$ cat config.mk
export PLATFORM = sky130hd
export DESIGN_NAME = lockon_overlay_mixer
export DESIGN_NICKNAME = d
export VERILOG_FILES = /design/src/rtl/lockon_overlay_mixer.sv
export SDC_FILE = /design/constraint.sdc
export NUM_CORES = 1
export LEC_CHECK = 0
export BUFFER_PORTS_ARGS = -buffer_cell sky130_fd_sc_hd__buf_2
export CAP_MARGIN = 15
export CORE_AREA = 5 5 138 140
export DETAILED_ROUTE_END_ITERATION = 8
export DIE_AREA = 0 0 143 145
export PLACE_DENSITY = 0.73
export RECOVER_POWER = 100
export SLEW_MARGIN = 30
export SYNTH_ARGS = -nofsm -noshare
export SYNTH_HDL_FRONTEND = slang
export SYNTH_SLANG_ARGS = --single-unit
$ cat constraint.sdc
create_clock -name clk -period 9.13 [get_ports clk]
set_input_delay 0.4565 -clock clk [delete_from_list [all_inputs] [get_ports clk]]
set_output_delay 0.4565 -clock clk [all_outputs]
set_load 0.02 [all_outputs]
$ cat src/rtl/lockon_overlay_mixer.sv
`default_nettype none
// ============================================================================
//  Module   : lockon_overlay_mixer
//  Purpose  : Frame-synchronous lock-on FSM with shot cooldown, plus a
//             two-stage pixel pipeline compositing indicator, reticle, aim
//             crosshair and bounding box over the camera stream.
//  Revision : 1.0  initial release
// ============================================================================
module lockon_overlay_mixer #(
  parameter int H_RES           = 640,
  parameter int V_RES           = 480,
  parameter int COORD_W         = 10,
  parameter int LOCK_ZONE       = 30,
  parameter int LOCK_FRAMES     = 4,
  parameter int COOLDOWN_FRAMES = 30,
  parameter int CH_LEN          = 22,
  parameter int AIM_LEN         = 10,
  parameter int IND_SIZE        = 30
) (
  input  logic               clk,
  input  logic               reset,
  input  logic               frame_start,
  input  logic               de,
  input  logic [COORD_W-1:0] x_pixel,
  input  logic [COORD_W-1:0] y_pixel,
  input  logic [11:0]        img_bg,
  input  logic [COORD_W-1:0] aim_x,
  input  logic [COORD_W-1:0] aim_y,
  input  logic               aim_detected,
  input  logic [COORD_W-1:0] box_x_min,
  input  logic [COORD_W-1:0] box_x_max,
  input  logic [COORD_W-1:0] box_y_min,
  input  logic [COORD_W-1:0] box_y_max,
  output logic [3:0]         r_port,
  output logic [3:0]         g_port,
  output logic [3:0]         b_port,
  output logic               de_out,
  output logic               shoot,
  output logic [1:0]         lock_state,
  output logic [7:0]         shot_cnt
);

  // Signed arithmetic two bits wider than the coordinates, so differences
  // near 0 or the coordinate maximum never wrap.
  localparam int SW = COORD_W + 2;
  typedef logic signed [SW-1:0] sc_t;

  localparam sc_t CX_S   = sc_t'(H_RES / 2);
  localparam sc_t CY_S   = sc_t'(V_RES / 2);
  localparam sc_t ZONE_S = sc_t'(LOCK_ZONE);
  localparam sc_t ONE_S  = sc_t'(1);
  localparam sc_t CH_S   = sc_t'(CH_LEN);
  localparam sc_t AIM_S  = sc_t'(AIM_LEN);
  localparam sc_t IX0_S  = sc_t'(H_RES - 60);
  localparam sc_t IX1_S  = sc_t'(H_RES - 60 + IND_SIZE);
  localparam sc_t IY0_S  = sc_t'(30);
  localparam sc_t IY1_S  = sc_t'(30 + IND_SIZE);

  localparam int CNT_MAX = (LOCK_FRAMES > COOLDOWN_FRAMES) ? LOCK_FRAMES : COOLDOWN_FRAMES;
  localparam int CNT_W   = $clog2(CNT_MAX + 1);
  localparam logic [CNT_W-1:0] CNT_ONE   = CNT_W'(1);
  localparam logic [CNT_W-1:0] LOCK_LAST = CNT_W'(LOCK_FRAMES - 1);
  localparam logic [CNT_W-1:0] COOL_LAST = CNT_W'(COOLDOWN_FRAMES);

  typedef enum logic [1:0] {
    ST_IDLE     = 2'd0,
    ST_ACQUIRE  = 2'd1,
    ST_LOCKED   = 2'd2,
    ST_COOLDOWN = 2'd3
  } state_t;

  function automatic sc_t ext(input logic [COORD_W-1:0] v);
    return sc_t'({2'b00, v});
  endfunction

  function automatic sc_t sabs(input sc_t v);
    return v[SW-1] ? -v : v;
  endfunction

  // Per-frame tracker snapshot
  logic [COORD_W-1:0] ax_q, ay_q, bx0_q, bx1_q, by0_q, by1_q;
  logic               det_q;

  // Lock-on FSM
  state_t             state_q;
  logic [CNT_W-1:0]   cnt_q;
  logic               shoot_q;
  logic [7:0]         shot_q;

  // Pipeline stage 1
  logic               ind_s1_q, ret_s1_q, aim_s1_q, box_s1_q, de_s1_q;
  logic [11:0]        bg_s1_q;
  state_t             st_s1_q;

  // Pipeline stage 2
  logic [11:0]        rgb_d, rgb_q;
  logic               de_out_q;

  // Zone qualification uses the live tracker inputs at the frame edge.
  logic in_zone;
  assign in_zone = aim_detected
                && (sabs(ext(aim_x) - CX_S) < ZONE_S)
                && (sabs(ext(aim_y) - CY_S) < ZONE_S);

  // Snapshot the tracker result once per frame so overlays stay stable.
  always_ff @(posedge clk or posedge reset) begin
    if (reset) begin
      ax_q  <= '0;
      ay_q  <= '0;
      bx0_q <= '0;
      bx1_q <= '0;
      by0_q <= '0;
      by1_q <= '0;
      det_q <= 1'b0;
    end else if (frame_start) begin
      ax_q  <= aim_x;
      ay_q  <= aim_y;
      bx0_q <= box_x_min;
      bx1_q <= box_x_max;
      by0_q <= box_y_min;
      by1_q <= box_y_max;
      det_q <= aim_detected;
    end
  end

  // Lock-on FSM: confirmation count, then periodic re-fire while held.
  always_ff @(posedge clk or posedge reset) begin
    if (reset) begin
      state_q <= ST_IDLE;
      cnt_q   <= '0;
      shoot_q <= 1'b0;
      shot_q  <= 8'd0;
    end else begin
      shoot_q <= 1'b0;
      if (frame_start) begin
        if (!in_zone) begin
          state_q <= ST_IDLE;
          cnt_q   <= '0;
        end else begin
          case (state_q)
            ST_IDLE: begin
              state_q <= ST_ACQUIRE;
              cnt_q   <= CNT_ONE;
            end
            ST_ACQUIRE: begin
              if (cnt_q == LOCK_LAST) begin
                state_q <= ST_LOCKED;
                cnt_q   <= '0;
                shoot_q <= 1'b1;
                if (shot_q != 8'hFF) shot_q <= shot_q + 8'd1;
              end else begin
                cnt_q <= cnt_q + CNT_ONE;
              end
            end
            ST_LOCKED: begin
              state_q <= ST_COOLDOWN;
              cnt_q   <= CNT_ONE;
            end
            ST_COOLDOWN: begin
              if (cnt_q == COOL_LAST) begin
                state_q <= ST_LOCKED;
                cnt_q   <= '0;
                shoot_q <= 1'b1;
                if (shot_q != 8'hFF) shot_q <= shot_q + 8'd1;
              end else begin
                cnt_q <= cnt_q + CNT_ONE;
              end
            end
            default: begin
              state_q <= ST_IDLE;
              cnt_q   <= '0;
            end
          endcase
        end
      end
    end
  end

  // Overlay hit tests against the current pixel and the frame snapshot.
  sc_t  px, py, rdx, rdy, adx, ady, bx0, bx1, by0, by1;
  logic hit_ind, hit_ret, hit_aim, box_ok, on_v, on_h, hit_box;

  assign px  = ext(x_pixel);
  assign py  = ext(y_pixel);
  assign rdx = sabs(px - CX_S);
  assign rdy = sabs(py - CY_S);
  assign adx = sabs(px - ext(ax_q));
  assign ady = sabs(py - ext(ay_q));
  assign bx0 = ext(bx0_q);
  assign bx1 = ext(bx1_q);
  assign by0 = ext(by0_q);
  assign by1 = ext(by1_q);

  assign hit_ind = (px >= IX0_S) && (px < IX1_S) && (py >= IY0_S) && (py < IY1_S);
  assign hit_ret = ((rdx <= ONE_S) && (rdy <= CH_S)) || ((rdy <= ONE_S) && (rdx <= CH_S));
  assign hit_aim = det_q && (((adx <= ONE_S) && (ady <= AIM_S)) ||
                             ((ady <= ONE_S) && (adx <= AIM_S)));
  assign box_ok  = det_q && (bx0 <= bx1) && (by0 <= by1);
  assign on_v    = ((px == bx0) || (px == bx1)) && (py >= by0) && (py <= by1);
  assign on_h    = ((py == by0) || (py == by1)) && (px >= bx0) && (px <= bx1);
  assign hit_box = box_ok && (on_v || on_h);

  // Stage 1: register hit flags, background, enable and indicator state.
  always_ff @(posedge clk or posedge reset) begin
    if (reset) begin
      ind_s1_q <= 1'b0;
      ret_s1_q <= 1'b0;
      aim_s1_q <= 1'b0;
      box_s1_q <= 1'b0;
      de_s1_q  <= 1'b0;
      bg_s1_q  <= 12'h000;
      st_s1_q  <= ST_IDLE;
    end else begin
      ind_s1_q <= hit_ind;
      ret_s1_q <= hit_ret;
      aim_s1_q <= hit_aim;
      box_s1_q <= hit_box;
      de_s1_q  <= de;
      bg_s1_q  <= img_bg;
      st_s1_q  <= state_q;
    end
  end

  // Priority mux: indicator > reticle > aim > box > camera; blank outside de.
  always_comb begin
    rgb_d = bg_s1_q;
    if (!de_s1_q) begin
      rgb_d = 12'h000;
    end else if (ind_s1_q) begin
      case (st_s1_q)
        ST_IDLE:     rgb_d = 12'hFFF;
        ST_ACQUIRE:  rgb_d = 12'hFF0;
        ST_LOCKED:   rgb_d = 12'hF00;
        default:     rgb_d = 12'h00F;
      endcase
    end else if (ret_s1_q) begin
      rgb_d = 12'h000;
    end else if (aim_s1_q) begin
      rgb_d = 12'hF00;
    end else if (box_s1_q) begin
      rgb_d = 12'h0F0;
    end
  end

  // Stage 2: register the composited colour and matching enable.
  always_ff @(posedge clk or posedge reset) begin
    if (reset) begin
      rgb_q    <= 12'h000;
      de_out_q <= 1'b0;
    end else begin
      rgb_q    <= rgb_d;
      de_out_q <= de_s1_q;
    end
  end

  assign r_port     = rgb_q[11:8];
  assign g_port     = rgb_q[7:4];
  assign b_port     = rgb_q[3:0];
  assign de_out     = de_out_q;
  assign shoot      = shoot_q;
  assign lock_state = state_q;
  assign shot_cnt   = shot_q;

endmodule
`default_nettype wire
==> reports/results.txt, run 1 <==
status: finished, violations left
failing checks: capacitance limit, slew limit
worst min-delay path category: in2reg
number of synthesized flops with an enable pin: 0
ys async rst share: 1.000
clock network fraction of design power: 0.287
Worst-Skew Late Latency: 0.35 ns
largest net degree at the start of global routing: 92
CP Capture Type: asynchronous set/reset pin
routed via count: 7885
cell area after layout: 9617 um2
vias in the first global route: 7269
Leak: 4.522 nW
die height: 145 um
Die ar.: 20740 um2
WHS: 0.1990 ns
multi-input logic area: 5356 um2
CP startpoint kind: input pin
core area: 17720 um2
Total GRT Usage: 0.2156
RSZ-0062 raised after global routing: no
Yosys warnings: 0
Max Root-Sink Buffers: 2
sw frac: 0.3481
Tmin final: 4.918 ns
Slew Limit Headroom: -1.837
area leader, netlist: dfrtp_1
H-Tree Depth: 3
Sink Count: 109
count leader, synth: dfrtp_1
routed wire length: 22570 um
port bufs: 120
# diodes: 0
Final Hold Viols: 0
share of the synthesized area in the top cell type: 0.3172
Seq/Total Area, Yosys: 0.3172
antenna violation net count after detailed routing: 0
Rows: 49
Final Setup Violations: 0
antenna violations before repair: 0
GRT overflow: 0
Flop pwr share: 0.385
Synth Register Bits: 109
Final Slew Violations: 174
Fillers: 1676
Area growth syn-to-layout: 11.85%
CTS Hold Bufs: 0
chip width: 143 um
Arr. time, crit path: 4.39 ns
first-pass GRT wire length: 36470 um
Synth area leaders: dfrtp_1 32%, ha_1 15%, o21ai_0 6.1%
cell count after synthesis: 1018
placed wire-length estimate: 17610 um
DP Area: 9405 um2
worst slew pin tran: 4.255 ns
Post-CTS Setup Bufs: 0
TNS Setup: 0 ns
Final period util: 0.5387
register area: 2728 um2
placed insts: 1343
Clock Skew: 0.006303 ns
DRC Markers: 0
# IOs: 121
combinational share of power: 0.328
Peak VDD IR: 116.4 uV
CP Class: in2async
clock-pin slew on the worst setup and hold paths: 0.08 ns
Avg Inst Size Synth: 8.446 um2
Initial DRT Pass Iterations: 5
Synth top cells by count: 109 x dfrtp_1, 105 x o21ai_0, 104 x ha_1
TritonCTS clock tree: done
Net Switching: 0.4750 mW
Synth cell types: 84
Power per Cell Area: 141.9 nW/um2
Iter 0 DRT Violations: 584
DR vias/cell: 5.802
layout cells sized above 1: 0.1186
CTS root buffer: clkbuf_16
Mapped Area: 8598 um2
Finished Layout Cells: 1359
prevailing post-synth register cell: dfrtp_1
final net count: 1328
max_cap viols: 2
Mapped Nets: 1221
starting density of the core: 0.4853
final core occ: 0.5428
fmax: 203.3 MHz
crit-path max FO: 81
Routed WL per cell: 16.60 um
CP required: 8.60 ns
post-cts resize count: 0
P_int: 0.8895 mW
CTS Buf Count: 9
gpl congestion: 0.9275
-- kinds of logic after synthesis --
| group | synth area share |
|---|---|
| and+or+nand+nor | 0.2167 |
| AOI/OAI and AO/OA | 0.2116 |
| buffers and inverters | 0.05486 |
| DFF | 0.3172 |
| adders and majority gates | 0.1573 |
| xor gates and xnor gates | 0.02852 |
| muxes | 0.01382 |
-- worst paths after layout --
kind | cells past startpoint | from | end | slack, ns
min in group asynchronous | 2 | reset | cnt_q[1]$_DFFE_PP0P_ | 0.34
worst min-delay path | 1 | de | de_s1_q$_DFF_PP0_ | 0.20
worst min register to register | 0 | de_s1_q$_DFF_PP0_ | de_out$_DFF_PP0_ | 0.48
worst max-delay path | 3 | reset | by1_q[1]$_DFFE_PP0P_ | 4.21
worst max register to register | 11 | ay_q[0]$_DFFE_PP0P_ | aim_s1_q$_DFF_PP0_ | 5.67
max in group clk | 5 | frame_start | cnt_q[4]$_DFFE_PP0P_ | 4.76
-- final cells by class --
class                      count  area share
tap                          229     0.02979
multi-input combinational    786      0.5570
inverter                      96     0.03760
clock inverter                 6    0.006635
timing repair buffer         123     0.06050
sequential                   109      0.2836
clock buffer                  10     0.02485
-- sequential cells by signal, indices dropped and copies added (netlist names), 2 cells and up --
signal	cells
bg_s1_q	12
rgb_q	12
ax_q	10
ay_q	10
bx0_q	10
bx1_q	10
by0_q	10
by1_q	10
shot_cnt	8
cnt_q	5
lock_state	2
st_s1_q	2
-- critical path, cell delays in order --
cell	delay (ns)
buf_2	0.10
clkinvlp_2	0.73
clkbuf_1	3.04
-- per-layer routing --
layer	track usage	wire [um]	vias to the layer above
met5	0	0	-
met4	0.06749	578	0
met3	0.03422	1356	38
met2	0.3329	10170	250
met1	0.3102	10470	3690
li1	-	-	3907
-- metrics by stage --
step | setup WS (ns) | power, mW
floorplan | 5.800 | 0.8512
global placement | 5.516 | 0.9684
detailed placement | 5.424 | 0.9766
CTS | 5.786 | 1.371
global route | 3.073 | 1.456
finish | 4.212 | 1.364
-- cell usage in the layout (no fill, tap or decap), types with 4 or more instances in the layout --
master / synthesis / routed
o21a_1: 10 / 10
o22ai_1: 6 / 6
nor2_1: 53 / 53
nand4_1: 26 / 26
a211oi_1: 11 / 12
a21oi_1: 59 / 59
o2111ai_1: 5 / 5
nor3b_1: 4 / 5
o31ai_1: 4 / 4
nand3b_1: 6 / 6
o21ai_0: 105 / 105
o211ai_1: 9 / 9
nor3_1: 30 / 35
clkbuf_1: 22 / 29
xor2_1: 16 / 16
a31oi_1: 9 / 9
nand3_1: 30 / 30
clkbuf_16: 0 / 9
ha_1: 104 / 104
buf_2: 2 / 93
mux2_2: 6 / 6
and2_1: 6 / 6
inv_1: 96 / 95
dfrtp_1: 109 / 109
xnor2_1: 12 / 12
or3_1: 5 / 5
nand4b_1: 3 / 4
or2_2: 6 / 5
mux2i_1: 4 / 4
nor4_1: 9 / 9
a21o_1: 19 / 19
nor2b_1: 21 / 21
nand2b_1: 14 / 14
and3_1: 13 / 13
a21boi_0: 4 / 4
nand2_1: 100 / 100
a221oi_1: 4 / 4
-- power by group through the flow --
| stage | clock network (mW) | logic (mW) | registers [mW] |
|---|---|---|---|
| global route | 0.421 | 0.507 | 0.529 |
| detailed placement | 0 | 0.442 | 0.535 |
| floorplan | 0 | 0.316 | 0.535 |
| global placement | 0 | 0.434 | 0.534 |
| finish | 0.392 | 0.447 | 0.526 |
| CTS | 0.401 | 0.445 | 0.525 |
Power figures use the tool's default switching activity.
==> inputs of run 2 (changes only) <==
- clock period: 9.13 -> 5.1 ns (I/O delays scaled with it)
==> reports/results.txt, run 2 (synthesis results as in run 1) <==
status: finished, violations left
failing checks: capacitance limit, slew limit
RSZ-0062 raised after global routing: no
CP required: 5.17 ns
Final Setup Violations: 0
Routed WL per cell: 16.72 um
most frequent cells in the layout: 109 x dfrtp_1, 105 x o21ai_0, 104 x ha_1, 100 x nand2_1, 95 x inv_1
Clock Skew: 0.008923 ns
Power per Cell Area: 255.9 nW/um2
Tmin final: 3.406 ns
crit-path max FO: 90
H-Tree Depth: 3
routed wire length: 22880 um
Area growth syn-to-layout: 12.95%
antenna violation net count after detailed routing: 0
CP Class: in2reg
port bufs: 120
# IOs: 121
TNS Setup: 0 ns
core area: 17720 um2
gpl congestion: 0.9307
Setup WS post-layout: 1.694 ns
Initial DRT Pass Iterations: 5
CTS root buffer: clkbuf_16
Slew Limit Headroom: -1.196
largest net degree at the start of global routing: 91
TritonCTS clock tree: done
die height: 145 um
Max Root-Sink Buffers: 2
Total GRT Usage: 0.2194
CP startpoint kind: input pin
# diodes: 0
Worst-Skew Late Latency: 0.36 ns
Sink Count: 109
routed via count: 7885
Final Hold Viols: 0
clock-pin slew on the worst setup and hold paths: 0.08 ns
Rows: 49
Post-CTS Setup Bufs: 0
Arr. time, crit path: 3.48 ns
layout cells sized above 1: 0.1176
DRC Markers: 0
GRT overflow: 0
worst slew pin tran: 3.294 ns
Final Slew Violations: 203
vias in the first global route: 7374
CTS Buf Count: 9
Leak: 4.567 nW
CTS Hold Bufs: 9
max_cap viols: 3
Die ar.: 20740 um2
Peak VDD IR: 192.4 uV
fmax: 293.6 MHz
Largest regs: bg_s1_q: 12 flops, rgb_q: 12 flops
commonest non-fill, non-tap cell in the layout: dfrtp_1
pre-CTS WS: 1.532 ns
DR vias/cell: 5.764
first-pass GRT wire length: 37250 um
post-cts resize count: 0
Iter 0 DRT Violations: 474
CP Capture Type: flip-flop
starting density of the core: 0.4853
worst min-delay path category: in2reg
final net count: 1337
chip width: 143 um
Final period util: 0.6678
placed wire-length estimate: 17790 um
antenna violations before repair: 0
[run 2: path summary, 6_finish.rpt]
kind | start | end | slack, ns | cells past startpoint
hold / removal | img_bg[2] | bg_s1_q[2]$_DFF_PP0_ | 0.01 | 1
min in group asynchronous | reset | cnt_q[1]$_DFFE_PP0P_ | 0.83 | 3
max in group asynchronous | reset | by1_q[4]$_DFFE_PP0P_ | 1.91 | 4
setup / recovery | frame_start | by0_q[0]$_DFFE_PP0P_ | 1.69 | 3
hold reg to reg | de_s1_q$_DFF_PP0_ | de_out$_DFF_PP0_ | 0.48 | 0
setup reg to reg | ax_q[0]$_DFFE_PP0P_ | aim_s1_q$_DFF_PP0_ | 1.71 | 11
[run 2: critical path: stages]
cell and delay (ns):
buf_4 0.30, clkbuf_1 2.35, o21ai_0 0.51
[run 2: final cells by class]
class / instances / area (um2)
repair buffers: 132 / 679.4
multi-input cells: 786 / 5348
clock inverters: 6 / 80.08
flip-flops and latches: 109 / 2728
clock buffers: 10 / 229.0
well taps: 229 / 286.5
inverters: 96 / 361.6
fillers: 1664 / 8006
[run 2: through the flow]
| step | instance area [um2] | power, mW | cells | hold WS, ns | util |
|---|---|---|---|---|---|
| after global routing | 9712 | 2.633 | 1368 | 0.001665 | 0.5481 |
| after global placement | 9394 | 1.732 | 1342 | 0.3119 | 0.5302 |
| after floorplan | 8598 | 1.524 | 1018 | 0.2864 | - |
| after detailed placement | 9400 | 1.748 | 1342 | 0.3107 | 0.5305 |
| after CTS | 9799 | 2.494 | 1367 | 0.001205 | 0.5531 |
| final | 9712 | 2.485 | 1368 | 0.01073 | 0.5481 |
[run 2: report_power, final]
| group | internal, mW | switching, mW | total (mW) |
|---|---|---|---|
| logic | 0.320 | 0.487 | 0.807 |
| clock network | 0.390 | 0.347 | 0.737 |
| registers | 0.918 | 0.0229 | 0.941 |
| total | 1.63 | 0.856 | 2.49 |
[run 2: layer usage]
metal,wire length [um],share of wire,vias up,GRT usage
met3,1246,0.054,27,0.03521
met4,462,0.020,0,0.05418
met5,0,0,-,0
li1,-,-,3925,-
met2,10550,0.46,242,0.3480
met1,10620,0.46,3691,0.3138
==> inputs of run 3 (changes only) <==
- clock period: 5.1 -> 3.3 ns (I/O delays scaled with it)
==> reports/results.txt, run 3 (synthesis results as in run 1) <==
status: finished, violations left
failing checks: capacitance limit, slew limit
Peak VDD IR: 267.3 uV
Worst R2R End: aim_s1_q$_DFF_PP0_
first-pass GRT wire length: 38370 um
layout cells sized above 1: 0.1272
gpl congestion: 0.9202
worst slew pin tran: 2.085 ns
largest net degree at the start of global routing: 60
crit-path max FO: 4
Finished Layout Cells: 1386
worst min-delay path category: in2reg
CTS root buffer: clkbuf_16
# IOs: 121
antenna violations before repair: 1
Total GRT Usage: 0.2266
worst reg2reg path depth: 12
Final Hold Viols: 0
placed insts: 1352
CP max stage delay: 0.43 ns
CTS Buf Count: 9
Initial DRT Pass Iterations: 6
placed wire-length estimate: 17960 um
cell area after layout: 9896 um2
port bufs: 120
DP Area: 9482 um2
TNS Setup: 0 ns
Routed WL per cell: 16.88 um
antenna violation net count after detailed routing: 0
pre-CTS WS: 0.2360 ns
cell mode on critical path: o21ai_0
CP startpoint kind: flip-flop
Final Setup Violations: 0
Die ar.: 20740 um2
core area: 17720 um2
CP Class: reg2reg
Sink Count: 109
Slew Limit Headroom: -0.3916
Hold Crit Depth: 3
chip width: 143 um
routed wire length: 23390 um
die height: 145 um
CP required: 3.55 ns
GRT overflow: 0
clock-pin slew on the worst setup and hold paths: 0.08 ns
Clock Skew: 0.008417 ns
TritonCTS clock tree: done
max_cap viols: 1
Hold Crit Start: box_x_max[1]
Max Root-Sink Buffers: 2
DR vias/cell: 5.779
Worst R2R Start: ay_q[0]$_DFFE_PP0P_
Power per Cell Area: 396.7 nW/um2
CP Cell Sequence: ha_1 -> inv_1 -> fa_1 -> a211oi_2 -> o21ai_0 -> a2111oi_0 -> buf_4 -> or2_2 -> o21ai_0 -> a221oi_1 -> o22ai_1 -> nor4_1
Worst-Skew Late Latency: 0.36 ns
Leak: 4.673 nW
Setup WS post-layout: 0.2622 ns
CP Capture Type: flip-flop
Iter 0 DRT Violations: 564
starting density of the core: 0.4853
Slowest cell on crit path: a2111oi_0
Tmin final: 3.038 ns
worst hold endpoint: bx1_q[1]$_DFFE_PP0P_
fmax: 329.2 MHz
R2R setup slack: 0.26 ns
Arr. time, crit path: 3.29 ns
Largest regs: bg_s1_q: 12 flops, rgb_q: 12 flops
vias in the first global route: 7712
most frequent cells in the layout: 109 x dfrtp_1, 105 x o21ai_0, 104 x ha_1, 100 x nand2_1, 96 x inv_1
routed via count: 8010
Rows: 49
H-Tree Depth: 3
Final period util: 0.9206
Fillers: 1631
RSZ-0062 raised after global routing: no
Area growth syn-to-layout: 15.09%
DRC Markers: 0
final net count: 1354
commonest non-fill, non-tap cell in the layout: dfrtp_1
Final Slew Violations: 53
run 3: what timing repair did:
action,in CTS,in global routing
endpoints found under the hold margin,67,0
gates resized for setup,0,2
setup buffers,0,1
hold buffers,16,0
setup endpoints to repair,0,1
run 3: critical path: cells and delay by family (launching register included):
| kind | cells | cell delay (ns) |
|---|---|---|
| AOI/OAI and AO/OA | 6 | 1.36 |
| adders and majority gates | 2 | 0.57 |
| and+or+nand+nor | 2 | 0.40 |
| DFF | 1 | 0.35 |
| buffers and inverters | 2 | 0.25 |
run 3: power breakdown:
| group | total [mW] | internal (mW) | leakage [nW] | switching, mW |
|---|---|---|---|---|
| combinational | 1.27 | 0.515 | 3.15 | 0.760 |
| sequential | 1.45 | 1.42 | 1.36 | 0.0350 |
| clock | 1.20 | 0.649 | 0.161 | 0.549 |
| total | 3.93 | 2.58 | 4.67 | 1.34 |
run 3: layout make-up:
type / count / area, um2 / area share
Antenna cell: 1 / 2.502 / 0.0002529
Inverter: 96 / 360.3 / 0.03641
Tap cell: 229 / 286.5 / 0.02895
Multi-Input combinational cell: 786 / 5364 / 0.5420
Clock inverter: 5 / 75.07 / 0.007586
Clock buffer: 11 / 252.7 / 0.02554
Timing Repair Buffer: 149 / 827.0 / 0.08358
Sequential cell: 109 / 2728 / 0.2756
run 3: worst max-delay path by stage:
| stage | from | to | depth (start not counted) |
|---|---|---|---|
| global placement | x_pixel[0] | aim_s1_q$_DFF_PP0_ | 13 |
| finish | ay_q[0]$_DFFE_PP0P_ | aim_s1_q$_DFF_PP0_ | 12 |
| global route | ay_q[0]$_DFFE_PP0P_ | aim_s1_q$_DFF_PP0_ | 12 |
| detailed placement | y_pixel[0] | aim_s1_q$_DFF_PP0_ | 14 |
| CTS | ax_q[0]$_DFFE_PP0P_ | aim_s1_q$_DFF_PP0_ | 11 |
| floorplan | reset | aim_s1_q$_DFF_PP0_ | 1 |
run 3: through the flow:
step | hold WS (ns) | util | power (mW)
floorplan | 0.1964 | - | 2.355
detailed placement | 0.2744 | 0.5351 | 2.718
finish | 0.007168 | 0.5585 | 3.926
CTS | 0.0003920 | 0.5627 | 3.937
global placement | 0.2726 | 0.5351 | 2.691
global route | 0.009984 | 0.5585 | 4.169
run 3: layer usage:
layer	routed length, um	track usage
met2	10970	0.3647
met4	499	0.07082
met3	1300	0.03126
met5	0	0
met1	10620	0.3160
